## config.mk

```make
export PLATFORM = sky130hd
export DESIGN_NAME = uart_rx_param
export DESIGN_NICKNAME = d
export VERILOG_FILES = /design/src/rtl/uart_pkg.sv /design/src/rtl/uart_parity_calc.sv /design/src/rtl/uart_rx_param.sv
export SDC_FILE = /design/constraint.sdc
export NUM_CORES = 1
export LEC_CHECK = 0
export BUFFER_PORTS_ARGS = -buffer_cell sky130_fd_sc_hd__buf_2
export CAP_MARGIN = 10
export CORE_MARGIN = 2
export CORE_UTILIZATION = 50
export DETAILED_ROUTE_END_ITERATION = 12
export GPL_TIMING_DRIVEN = 0
export PLACE_DENSITY_LB_ADDON = 0.2
export SKIP_LAST_GASP = 1
export SLEW_MARGIN = 20
export SYNTH_ARGS = -nofsm -noshare
export SYNTH_HDL_FRONTEND = slang
export SYNTH_SLANG_ARGS = --single-unit
export TNS_END_PERCENT = 1
```

## constraint.sdc

```tcl
create_clock -name clk_i -period 1.9 [get_ports clk_i]
set_input_delay 0.095 -clock clk_i [delete_from_list [all_inputs] [get_ports clk_i]]
set_output_delay 0.095 -clock clk_i [all_outputs]
set_load 0.05 [all_outputs]
```

## src/rtl/uart_pkg.sv

```systemverilog
// Shared UART definitions: parity modes, receiver state encoding and configuration checks.
package uart_pkg;

  localparam int PARITY_NONE = 0;
  localparam int PARITY_EVEN = 1;
  localparam int PARITY_ODD  = 2;

  typedef enum logic [2:0] {
    IDLE,
    START,
    DATA,
    PARITY,
    STOP,
    BREAK_WAIT
  } rx_state_e;

  function automatic bit cfg_ok(input int data_bits, input int oversample,
                                input int parity_mode, input int stop_bits);
    return (data_bits >= 5) && (data_bits <= 9) &&
           (oversample >= 4) && ((oversample % 2) == 0) &&
           (parity_mode >= PARITY_NONE) && (parity_mode <= PARITY_ODD) &&
           (stop_bits >= 1) && (stop_bits <= 2);
  endfunction

endpackage

```

## src/rtl/uart_parity_calc.sv

```systemverilog
// Parity bit a transmitter would send for a payload; shared by the UART receiver and transmitter.
module uart_parity_calc
  import uart_pkg::*;
#(
  parameter int WIDTH = 8
) (
  input  logic [WIDTH-1:0] data_i,
  input  logic [1:0]       mode_i,
  output logic             parity_o
);

  // Even mode makes the total count of ones even; odd mode inverts that bit.
  assign parity_o = (^data_i) ^ (mode_i == 2'(PARITY_ODD));

endmodule

```

## src/rtl/uart_rx_param.sv

```systemverilog
// Parametrised UART receiver with oversampled mid-bit sampling, parity/framing checks and break hold-off.
//
// state      | meaning
// IDLE       | line idle, waiting for rx_s low on a tick
// START      | confirming the start bit at its middle
// DATA       | sampling payload bits, LSB first
// PARITY     | sampling the parity bit
// STOP       | sampling stop bits
// BREAK_WAIT | framing error seen, waiting for the line to return high
module uart_rx_param
  import uart_pkg::*;
#(
  parameter int DATA_BITS   = 8,
  parameter int OVERSAMPLE  = 16,
  parameter int PARITY_MODE = 1,
  parameter int STOP_BITS   = 1
) (
  input  logic                 clk_i,
  input  logic                 rst_n_i,
  input  logic                 baud_tick_i,
  input  logic                 in_i,
  output logic [DATA_BITS-1:0] data_o,
  output logic                 data_valid_o,
  output logic                 parity_error_o,
  output logic                 frame_error_o,
  output logic                 busy_o
);

  localparam int              TW         = $clog2(OVERSAMPLE);
  localparam logic [TW-1:0]   TICK_MID   = TW'(OVERSAMPLE / 2 - 1);
  localparam logic [TW-1:0]   TICK_LAST  = TW'(OVERSAMPLE - 1);
  localparam logic [3:0]      DATA_LAST  = 4'(DATA_BITS - 1);
  localparam logic [3:0]      STOP_LAST  = 4'(STOP_BITS - 1);
  localparam bit              HAS_PARITY = (PARITY_MODE != PARITY_NONE);

  if (!cfg_ok(DATA_BITS, OVERSAMPLE, PARITY_MODE, STOP_BITS)) begin : g_bad_cfg
    $error("uart_rx_param: illegal DATA_BITS/OVERSAMPLE/PARITY_MODE/STOP_BITS");
  end

  rx_state_e              state_q, state_d;
  logic [1:0]             sync_q;
  logic [TW-1:0]          tick_q, tick_d;
  logic [3:0]             bit_q, bit_d;
  logic [DATA_BITS-1:0]   shift_q, shift_d;
  logic                   par_bit_q, par_bit_d;
  logic                   ferr_q, ferr_d;
  logic                   done_q, done_d;
  logic [DATA_BITS-1:0]   data_q, data_d;
  logic                   valid_q;
  logic                   perr_q, perr_d;
  logic                   fout_q, fout_d;

  logic                   rx_s;
  logic                   par_exp;
  logic                   perr_calc;
  logic                   stop_err;

  assign rx_s = sync_q[1];

  uart_parity_calc #(.WIDTH(DATA_BITS)) u_parity (
    .data_i   (shift_q),
    .mode_i   (2'(PARITY_MODE)),
    .parity_o (par_exp)
  );

  assign perr_calc = HAS_PARITY && (par_bit_q != par_exp);
  assign stop_err  = ferr_q | ~rx_s;

  always_ff @(posedge clk_i) begin
    if (!rst_n_i) begin
      state_q   <= IDLE;
      sync_q    <= 2'b11;
      tick_q    <= '0;
      bit_q     <= '0;
      shift_q   <= '0;
      par_bit_q <= 1'b0;
      ferr_q    <= 1'b0;
      done_q    <= 1'b0;
      data_q    <= '0;
      valid_q   <= 1'b0;
      perr_q    <= 1'b0;
      fout_q    <= 1'b0;
    end else begin
      state_q   <= state_d;
      sync_q    <= {sync_q[0], in_i};
      tick_q    <= tick_d;
      bit_q     <= bit_d;
      shift_q   <= shift_d;
      par_bit_q <= par_bit_d;
      ferr_q    <= ferr_d;
      done_q    <= done_d;
      data_q    <= data_d;
      valid_q   <= done_q;
      perr_q    <= perr_d;
      fout_q    <= fout_d;
    end
  end

  always_comb begin
    state_d   = state_q;
    tick_d    = tick_q;
    bit_d     = bit_q;
    shift_d   = shift_q;
    par_bit_d = par_bit_q;
    ferr_d    = ferr_q;
    done_d    = 1'b0;

    unique case (state_q)
      IDLE: begin
        if (baud_tick_i && !rx_s) begin
          state_d = START;
          tick_d  = '0;
        end
      end
      START: begin
        if (baud_tick_i) begin
          if (tick_q == TICK_MID) begin
            tick_d = '0;
            bit_d  = '0;
            ferr_d = 1'b0;
            state_d = rx_s ? IDLE : DATA;
          end else begin
            tick_d = tick_q + TW'(1);
          end
        end
      end
      DATA: begin
        if (baud_tick_i) begin
          if (tick_q == TICK_LAST) begin
            tick_d  = '0;
            shift_d = {rx_s, shift_q[DATA_BITS-1:1]};
            if (bit_q == DATA_LAST) begin
              bit_d   = '0;
              state_d = HAS_PARITY ? PARITY : STOP;
            end else begin
              bit_d = bit_q + 4'd1;
            end
          end else begin
            tick_d = tick_q + TW'(1);
          end
        end
      end
      PARITY: begin
        if (baud_tick_i) begin
          if (tick_q == TICK_LAST) begin
            tick_d    = '0;
            par_bit_d = rx_s;
            state_d   = STOP;
          end else begin
            tick_d = tick_q + TW'(1);
          end
        end
      end
      STOP: begin
        if (baud_tick_i) begin
          if (tick_q == TICK_LAST) begin
            tick_d = '0;
            ferr_d = stop_err;
            if (bit_q == STOP_LAST) begin
              // Leave STOP at the last mid-sample so a start edge half a bit later is caught.
              bit_d   = '0;
              done_d  = 1'b1;
              state_d = stop_err ? BREAK_WAIT : IDLE;
            end else begin
              bit_d = bit_q + 4'd1;
            end
          end else begin
            tick_d = tick_q + TW'(1);
          end
        end
      end
      BREAK_WAIT: begin
        if (baud_tick_i && rx_s) begin
          state_d = IDLE;
        end
      end
      default: state_d = IDLE;
    endcase
  end

  always_comb begin
    data_d = data_q;
    perr_d = perr_q;
    fout_d = fout_q;
    if (done_q) begin
      data_d = shift_q;
      perr_d = perr_calc;
      fout_d = ferr_q;
    end
  end

  assign data_o         = data_q;
  assign data_valid_o   = valid_q;
  assign parity_error_o = perr_q;
  assign frame_error_o  = fout_q;
  assign busy_o         = (state_q != IDLE);

endmodule

```

[Word-level counts from Yosys, hierarchy flattened]
Index checks and enable logic that the tools add are counted.
Word-level totals
  register bits after elaboration: 35
  input bits: 4
Operators by class
  add/subtract/negate cells: 2
  eq/ne operators: 22
  mux-type cells: 36
  bitwise operators: 2
  reduce and logical (&&, ||, !) cells: 18
Operators with widths (number)
  $mux 4: 13
  $mux 3: 13
  $ne 2x2->1 const B: 12
  $pmux 4 s3: 2
  $pmux 3 s6: 1
  $reduce_and 12->1: 1
  $reduce_bool 3->1: 3
  $add 4x1->4 const B: 2
  $eq 4x3->1 const B: 2
  $reduce_and 4->1: 2
  $reduce_xor 8->1: 1
  $reduce_and 7->1: 1
  $eq 3x2->1 const B: 2
  $eq 3x3->1 const B: 2
  $reduce_and 3->1: 2
  $mux 1: 5
  $reduce_and 5->1: 1
  $eq 4x4->1 const B: 1
  $logic_not 4->1: 1
  $eq 3x1->1 const B: 1
  $logic_not 3->1: 1
  $reduce_or 3->1: 1
  $logic_and 1x1->1: 2
  $mux 2: 1
  7 further kinds: 7

[Logic depth before layout (Yosys ltp)]
Gate-level depths: netlist of run 1.
  depth after elaboration: 7
  depth in mapped cells: 7
  depth with buffers taken out: 7

[Modules after synthesis]
From an unflattened synthesis of run 1, not the netlist that was laid out.
Unflattened totals
  cells, all modules: 200
  area, all modules: 1793.0 µm²
Modules (own cells, without submodules)
  uart_rx_param: instances 1, cells each 192, area each 1704.1 µm², sequential area each 700.7 µm²
  uart_parity_calc: instances 1, cells each 8, area each 88.8 µm², sequential area each 0.0 µm²

[Worst setup path before layout of run 1]
OpenSTA, ideal clock, no wires.
  path kind: register -> register
  start: reg bit_q[0]
  end: reg state_q[2]
  setup time: 122 ps
  arrival time: 1628 ps
  required time: 1778 ps
  setup slack: 150 ps
  cell stages (with the launch flop): 8
  clock period less this slack: 1750 ps
  cell sequence: dfxtp_1 > inv_1 > ha_1 > or3b_1 > nand2_1 > o21ai_2 > or2_1 > o311a_1
Between the ends
  longest elaborated chain between the ends: 3
  elaborated cells on any way between the ends: 5
  classes of those cells: eq/ne (3); reduce/logical (2)
RTL lines
  from (decl): line uart_rx_param.sv:43  | logic [3:0] bit_q, bit_d;
  from (signal assigned): line uart_rx_param.sv:87  | bit_q <= bit_d;
  $eq 4x3->1 / $logic_not 4->1 (equally long branches): line uart_rx_param.sv:132, uart_rx_param.sv:159
  $ne 2x2->1 (no source line)
  $reduce_and 12->1 (no source line) (*)
  to (signal assigned): line uart_rx_param.sv:84  | state_q <= state_d;
  to (decl): line uart_rx_param.sv:40  | rx_state_e state_q, state_d;
Mark *: on every way between the ends. The rest lies on a longest branch, timed or not.
A chain may end at the register's enable or synchronous reset.

[Final worst setup path of run 1]
  start: reg bit_q[1]
  end: reg state_q[2]
Same word-level chain as after synthesis.

==> reports/results.ini, run 1 <==
[outcome]
status = completed

[global_route]
gr-total-overflow = 0
grt_antenna_before_repair = 0
grt_pass1_wl_um = 6090
grt_max_degree = 13
grt_pass1_vias = 1359
grt_usage_pct = 19.4

[drt]
routedWlPerCell_um = 13.3
vias_per_cell = 5.47
dr_total_vias = 1444
drc = 0
routed_wl_um = 3520
firstDrtPassIters = 4
ant_nets = 0
drtIter0Drc = 73

[clock_network]
clkTransAtPathRegs_ns = 0.11
cts_htree_levels = 2
root_buffer = clkbuf_4
cts_tree = built
cts-buffers-inserted = 5
clockBufferDepth = 2
insertion_delay_ns = 0.35
cts_sinks = 35

[synth]
synthesis.nets = 199
synth-async-reset-ratio_pct = 0
synth_ff_type = dfxtp_1
netlist_top_cells_area = dfxtp_1, mux2i_1, o21ai_0
synth.top_cell.area_share_pct = 41.5
synth_edf_count = 0
yosysTopAreaCell = dfxtp_1
synth.distinct_cells = 46
synth.yosys.seq_area_share_pct = 41.5
synth.avg_cell_area_um2 = 8.80
synthCells = 192
mappedNetlistArea_um2 = 1690
ys_seq_elements = 35
yosys_warnings = 0

[sta]
fin_crit_sh_pct = 96.3
finalSetupViolCount = 0
tightest_slew_ns = 0.671
hold_ws_ns = 0.0613
layout_min_cycle_time_ns = 1.83
relSlewSlack_pct = 55.3
slew_violations = 0
setup-tns-final_ns = 0
setup_slack_ns = 0.0710
rsz0062_at_grt = yes
skew_ns = 0.0133
hold_viol_final = 0
fmax_ghz = 0.547

[job]
cap_violations = 0

[final_layout]
finalNetCount = 224
drive_above_1_share_pct = 17.9
fill_cells = 297
area_growth_pct = 15.0
fin_area_um2 = 1940
n_antenna_cell = 0
final_cell_mix = dfxtp_1, buf_2
final_cells = 264
final_common_cell = dfxtp_1

[floorplanning]
ios = 16
die_h_um = 62.1
die_area_um2 = 3860
core-area_um2 = 3280
placementRows = 21
fp.dieW_um = 62.1
start_util_pct = 51.5

[worst_setup_path]
critical_path.cell_chain = inv_1, ha_1, or3b_4, nand2_2, o21ai_2, or2_1, o311a_1
crit_family = simple AND/OR/NAND/NOR gates
r2r_slack_ns = 0.07
critPathMaxStageDelay_ns = 0.37
cp_slowest_cell = or3b_4
cp-end-kind = register
arrival_ns = 2.07
worst-path-max-fanout = 6
cp-start-kind = register
required_ns = 2.14
critical_path_class = reg2reg
critPathBufInv = 1

[power]
vdd_drop_max_mv = 0.485
p_leak_nw = 0.727
p_sw_uw = 396
netSwitchingFraction_pct = 26.6
p_clk_share_pct = 36.2
p_seq_share_pct = 50.9
p_per_area_nw_per_um2 = 767
p_int_mw = 1.09
power_frac_comb_pct = 13.0

[place]
dp_worst_setup_slack_ns = 0.0301
routabilityCongestion = 0.879
port_buffers = 15
dpl.hpwl_um = 2520
post-place-cells = 253
placed_cell_area_um2 = 1820

[hold_path]
hp-class = in2reg

-- path summary, 6_finish.rpt --
path,startpoint,end,cells after the start
setup reg to reg,bit_q[1]$_SDFFE_PN0P_,state_q[2]$_SDFFE_PN0P_,7
hold reg to reg,sync_q[0]$_SDFF_PN1_,sync_q[1]$_SDFF_PN1_,1
setup / recovery,bit_q[1]$_SDFFE_PN0P_,state_q[2]$_SDFFE_PN0P_,7
hold / removal,baud_tick_i,tick_q[1]$_SDFFE_PN0P_,3
-- worst register-to-register path: stages, from the launching register on --
cell and delay (ns):
dfxtp_1 0.34, inv_1 0.08, ha_1 0.13, or3b_4 0.37
nand2_2 0.10, o21ai_2 0.10, or2_1 0.25, o311a_1 0.35
-- cell families (layout without fill, tap and decap cells) --
group / Yosys count / after routing / share of synthesized area [%]
mux: 12 / 12 / 7.11
simple gates: 73 / 73 / 23.5
xor+xnor: 8 / 8 / 4.96
buf+inv: 16 / 42 / 4.51
fa+ha+maj: 3 / 3 / 2.22
flops: 35 / 35 / 41.5
compound gates: 45 / 45 / 16.2
-- registers in the layout, indices dropped and copies added (netlist names) --
name / flops
bit_q: 4
data_o: 8
data_valid_o: 1
done_q: 1
ferr_q: 1
frame_error_o: 1
par_bit_q: 1
parity_error_o: 1
shift_q: 8
state_q: 3
sync_q: 2
tick_q: 4
-- cells in the mapped netlist (all sizes together), types with 2 or more instances --
library cell,instances
nor3b,4
dfxtp,35
nor4,2
nor2b,3
o21a,2
a211oi,2
xor2,2
a21oi,15
buf,4
nand3,10
nand2b,3
clkbuf,7
xnor2,5
nand4,2
and2,3
mux2i,12
or3,2
or3b,2
nand2,15
o211ai,2
nor3,3
inv,4
ha,3
o21ai,17
a31oi,2
nor2,16
and3b,2
-- power by group through the flow --
stage | combinational [mW] | clock (mW) | sequential [mW]
2_1_floorplan | 0.144 | 0 | 0.771
3_3_place_gp | 0.179 | 0 | 0.775
3_5_place_dp | 0.183 | 0 | 0.775
4_1_cts | 0.185 | 0.559 | 0.758
5_1_grt | 0.212 | 0.590 | 0.761
6_report | 0.193 | 0.539 | 0.758
-- routing by layer --
layer  part of all wire [%]  vias to the layer above  global-route usage, %  routed length, µm
met5                      0                        -                      0                  0
met4                    1.7                        0                   8.33                 59
met3                    3.0                        7                   4.53                104
met2                     47                       21                   30.8               1660
met1                     48                      682                   25.3               1700
li1                       -                      734                      -                  -
-- cell type report --
class / count / area (µm²) / share of cell area (%)
Multi-Input combinational cell: 141 / 923 / 47.5
Sequential cell: 35 / 702 / 36.1
Timing Repair Buffer: 19 / 108 / 5.53
Tap cell: 46 / 57.6 / 2.96
Buffer: 10 / 53.8 / 2.77
Clock inverter: 3 / 43.8 / 2.25
Clock buffer: 5 / 37.5 / 1.93
Inverter: 5 / 18.8 / 0.965
-- repair_timing --
item / CTS / global route
buffers inserted: 0 / 3
hold endpoints to repair: 1 / 0
setup endpoints to repair: 0 / 3
gates resized for setup: 0 / 6
hold buffers: 1 / 0
-- metrics by stage --
step           total power, mW  util (%)
5_1_grt                   1.56      59.2
3_3_place_gp             0.954      55.5
2_1_floorplan            0.916         -
3_5_place_dp             0.958      55.5
6_report                  1.49      59.2
4_1_cts                   1.50      58.3
Note: power is estimated with default switching activity, not from simulation.
==> run 2, diff against run 1 <==
--- a/config.mk
+++ b/config.mk
@@ -14,2 +14,3 @@
 export PLACE_DENSITY_LB_ADDON = 0.2
+export SETUP_SLACK_MARGIN = 0.5
 export SKIP_LAST_GASP = 1
==> constraint.sdc (replaced) <==
create_clock -name clk_i -period 1.9 [get_ports clk_i]
set_input_delay 0.19 -clock clk_i [delete_from_list [all_inputs] [get_ports clk_i]]
set_output_delay 0.19 -clock clk_i [all_outputs]
set_load 0.05 [all_outputs]
==> run 2 against run 1 <==
Setup slack gained 0.088 ns; clock power grew 4.5%; wire length grew 11%; first-iteration DRC count shrank 15%; hold slack lost 0.035 ns; register-to-register slack gained 0.09 ns; count of clock-buffer cells in the layout grew 1; non-clock buffer count grew 6; critical path type unchanged; critical endpoint is now bit_q[3]$_SDFFE_PN0P_; highest routed layer unchanged.
==> reports/results.ini, run 2 (synthesized netlist as in run 1, its figures left out) <==
[clock_network]
insertion_delay_ns = 0.35
clockBufferDepth = 2
root_buffer = clkbuf_4
clkTransAtPathRegs_ns = 0.10
cts_sinks = 35
cts_htree_levels = 2
cts_tree = built
cts-buffers-inserted = 5

[sta]
finalSetupViolCount = 0
fin_crit_sh_pct = 91.6
setup-tns-final_ns = 0
skew_ns = 0.0129
tightest_slew_ns = 0.645
hold_viol_final = 0
rsz0062_at_grt = yes
relSlewSlack_pct = 57.0
layout_min_cycle_time_ns = 1.74
slew_violations = 0
fmax_ghz = 0.574

[drt]
routedWlPerCell_um = 14.5
routed_wl_um = 3920
ant_nets = 0
drc = 0
dr_total_vias = 1524
drtIter0Drc = 62
vias_per_cell = 5.64
firstDrtPassIters = 4

[floorplanning]
placementRows = 21
core-area_um2 = 3280
fp.dieW_um = 62.1
start_util_pct = 51.5
die_h_um = 62.1
ios = 16
die_area_um2 = 3860

[hold_path]
holdPathEnd = sync_q[0]$_SDFF_PN1_
worstHoldStart = in_i
hp-class = in2reg
worstHoldPathCells = 2

[worst_setup_path]
cp_slowest_cell = or3b_4
worst-path-max-fanout = 5
arrival_ns = 1.96
cp-start-kind = register
crit_family = simple AND/OR/NAND/NOR gates
critical_path.cell_chain = inv_2, ha_2, or3b_4, nand2_4, o21ai_4, buf_4, a211oi_1, o21ai_0
critPathMaxStageDelay_ns = 0.39
required_ns = 2.12
r2r_slack_ns = 0.16
r2r-end = bit_q[3]$_SDFFE_PN0P_
worstRegToRegCells = 8
critPathBufInv = 2
r2r_start = bit_q[0]$_SDFFE_PN0P_
cp-end-kind = register
startpoint = bit_q[0]$_SDFFE_PN0P_
critical_path_class = reg2reg

[place]
port_buffers = 15
placed_cell_area_um2 = 1840
dpl.hpwl_um = 2560
routabilityCongestion = 0.870

[global_route]
grt_antenna_before_repair = 0
grt_max_degree = 12
grt_usage_pct = 20.3
gr-total-overflow = 0
grt_pass1_vias = 1417
grt_pass1_wl_um = 6230

[final_layout]
fin_area_um2 = 2080
finalNetCount = 230
final_common_cell = dfxtp_1
area_growth_pct = 23.0
final_cell_mix = dfxtp_1, nor2_1, nand2_1, a21oi_1, buf_2
n_antenna_cell = 0
fill_cells = 288
drive_above_1_share_pct = 27.7

[power]
p_leak_nw = 0.792
finalPower_mw = 1.56
p_per_area_nw_per_um2 = 750
vdd_drop_max_mv = 0.395

[outcome]
status = completed

[job]
cap_violations = 0

run 2: where the power goes:
part / switching (mW) / leakage (nW) / internal [mW]
clock network: 0.252 / 0.0482 / 0.311
registers: 0.0167 / 0.286 / 0.747
logic: 0.137 / 0.458 / 0.0954
total: 0.406 / 0.792 / 1.15
run 2: what timing repair did:
action	CTS	global route
gates resized for setup	3	26
endpoints found under the setup margin	23	24
hold buffers	0	0
pin swaps	2	4
setup buffers	5	4
run 2: worst max-delay path by stage:
stage / slack, ns / end / cells after the start
2_1_floorplan: 0.26 / state_q[2]$_SDFFE_PN0P_ / 7
3_3_place_gp: 0.18 / state_q[2]$_SDFFE_PN0P_ / 6
3_5_place_dp: 0.13 / state_q[2]$_SDFFE_PN0P_ / 6
4_1_cts: 0.17 / state_q[2]$_SDFFE_PN0P_ / 7
5_1_grt: 0.08 / state_q[1]$_SDFFE_PN0P_ / 6
6_report: 0.16 / bit_q[3]$_SDFFE_PN0P_ / 8
run 2: per-stage QoR:
step                      util [%]  hold slack (ns)  setup slack, ns  std cells
after floorplan                  -            0.291            0.261        192
after global placement        56.1            0.375            0.176        253
after detailed placement      56.1            0.385            0.127        253
after CTS                     60.1           0.0267            0.169        266
after global routing          63.3           0.0220           0.0825        270
final                         63.3           0.0260            0.159        270
run 2: worst reg2reg max path, delay by kind of cell (launching register included):
family,cells,cell delay [ns]
and+or+nand+nor,2,0.48
AOI/OAI and AO/OA,3,0.43
DFF,1,0.34
buffers and inverters,2,0.21
adders and majority gates,1,0.16
run 2: final cells by class:
class | instances | area (µm²) | share of cell area (%)
plain buffers | 11 | 66.3 | 3.19
clock buffers | 6 | 51.3 | 2.47
inverters | 5 | 18.8 | 0.903
multi-input cells | 141 | 991 | 47.7
flip-flops and latches | 35 | 714 | 34.4
well taps | 46 | 57.6 | 2.77
clock inverters | 2 | 35.0 | 1.68
repair buffers | 24 | 145 | 6.98
run 2: routing by layer:
layer	up-vias	part of all wire (%)	GRT usage, %
met1	732	44	24.2
met2	36	49	33.4
li1	742	-	-
met3	14	3.9	5.07
met5	-	0	0
met4	0	2.7	11.7
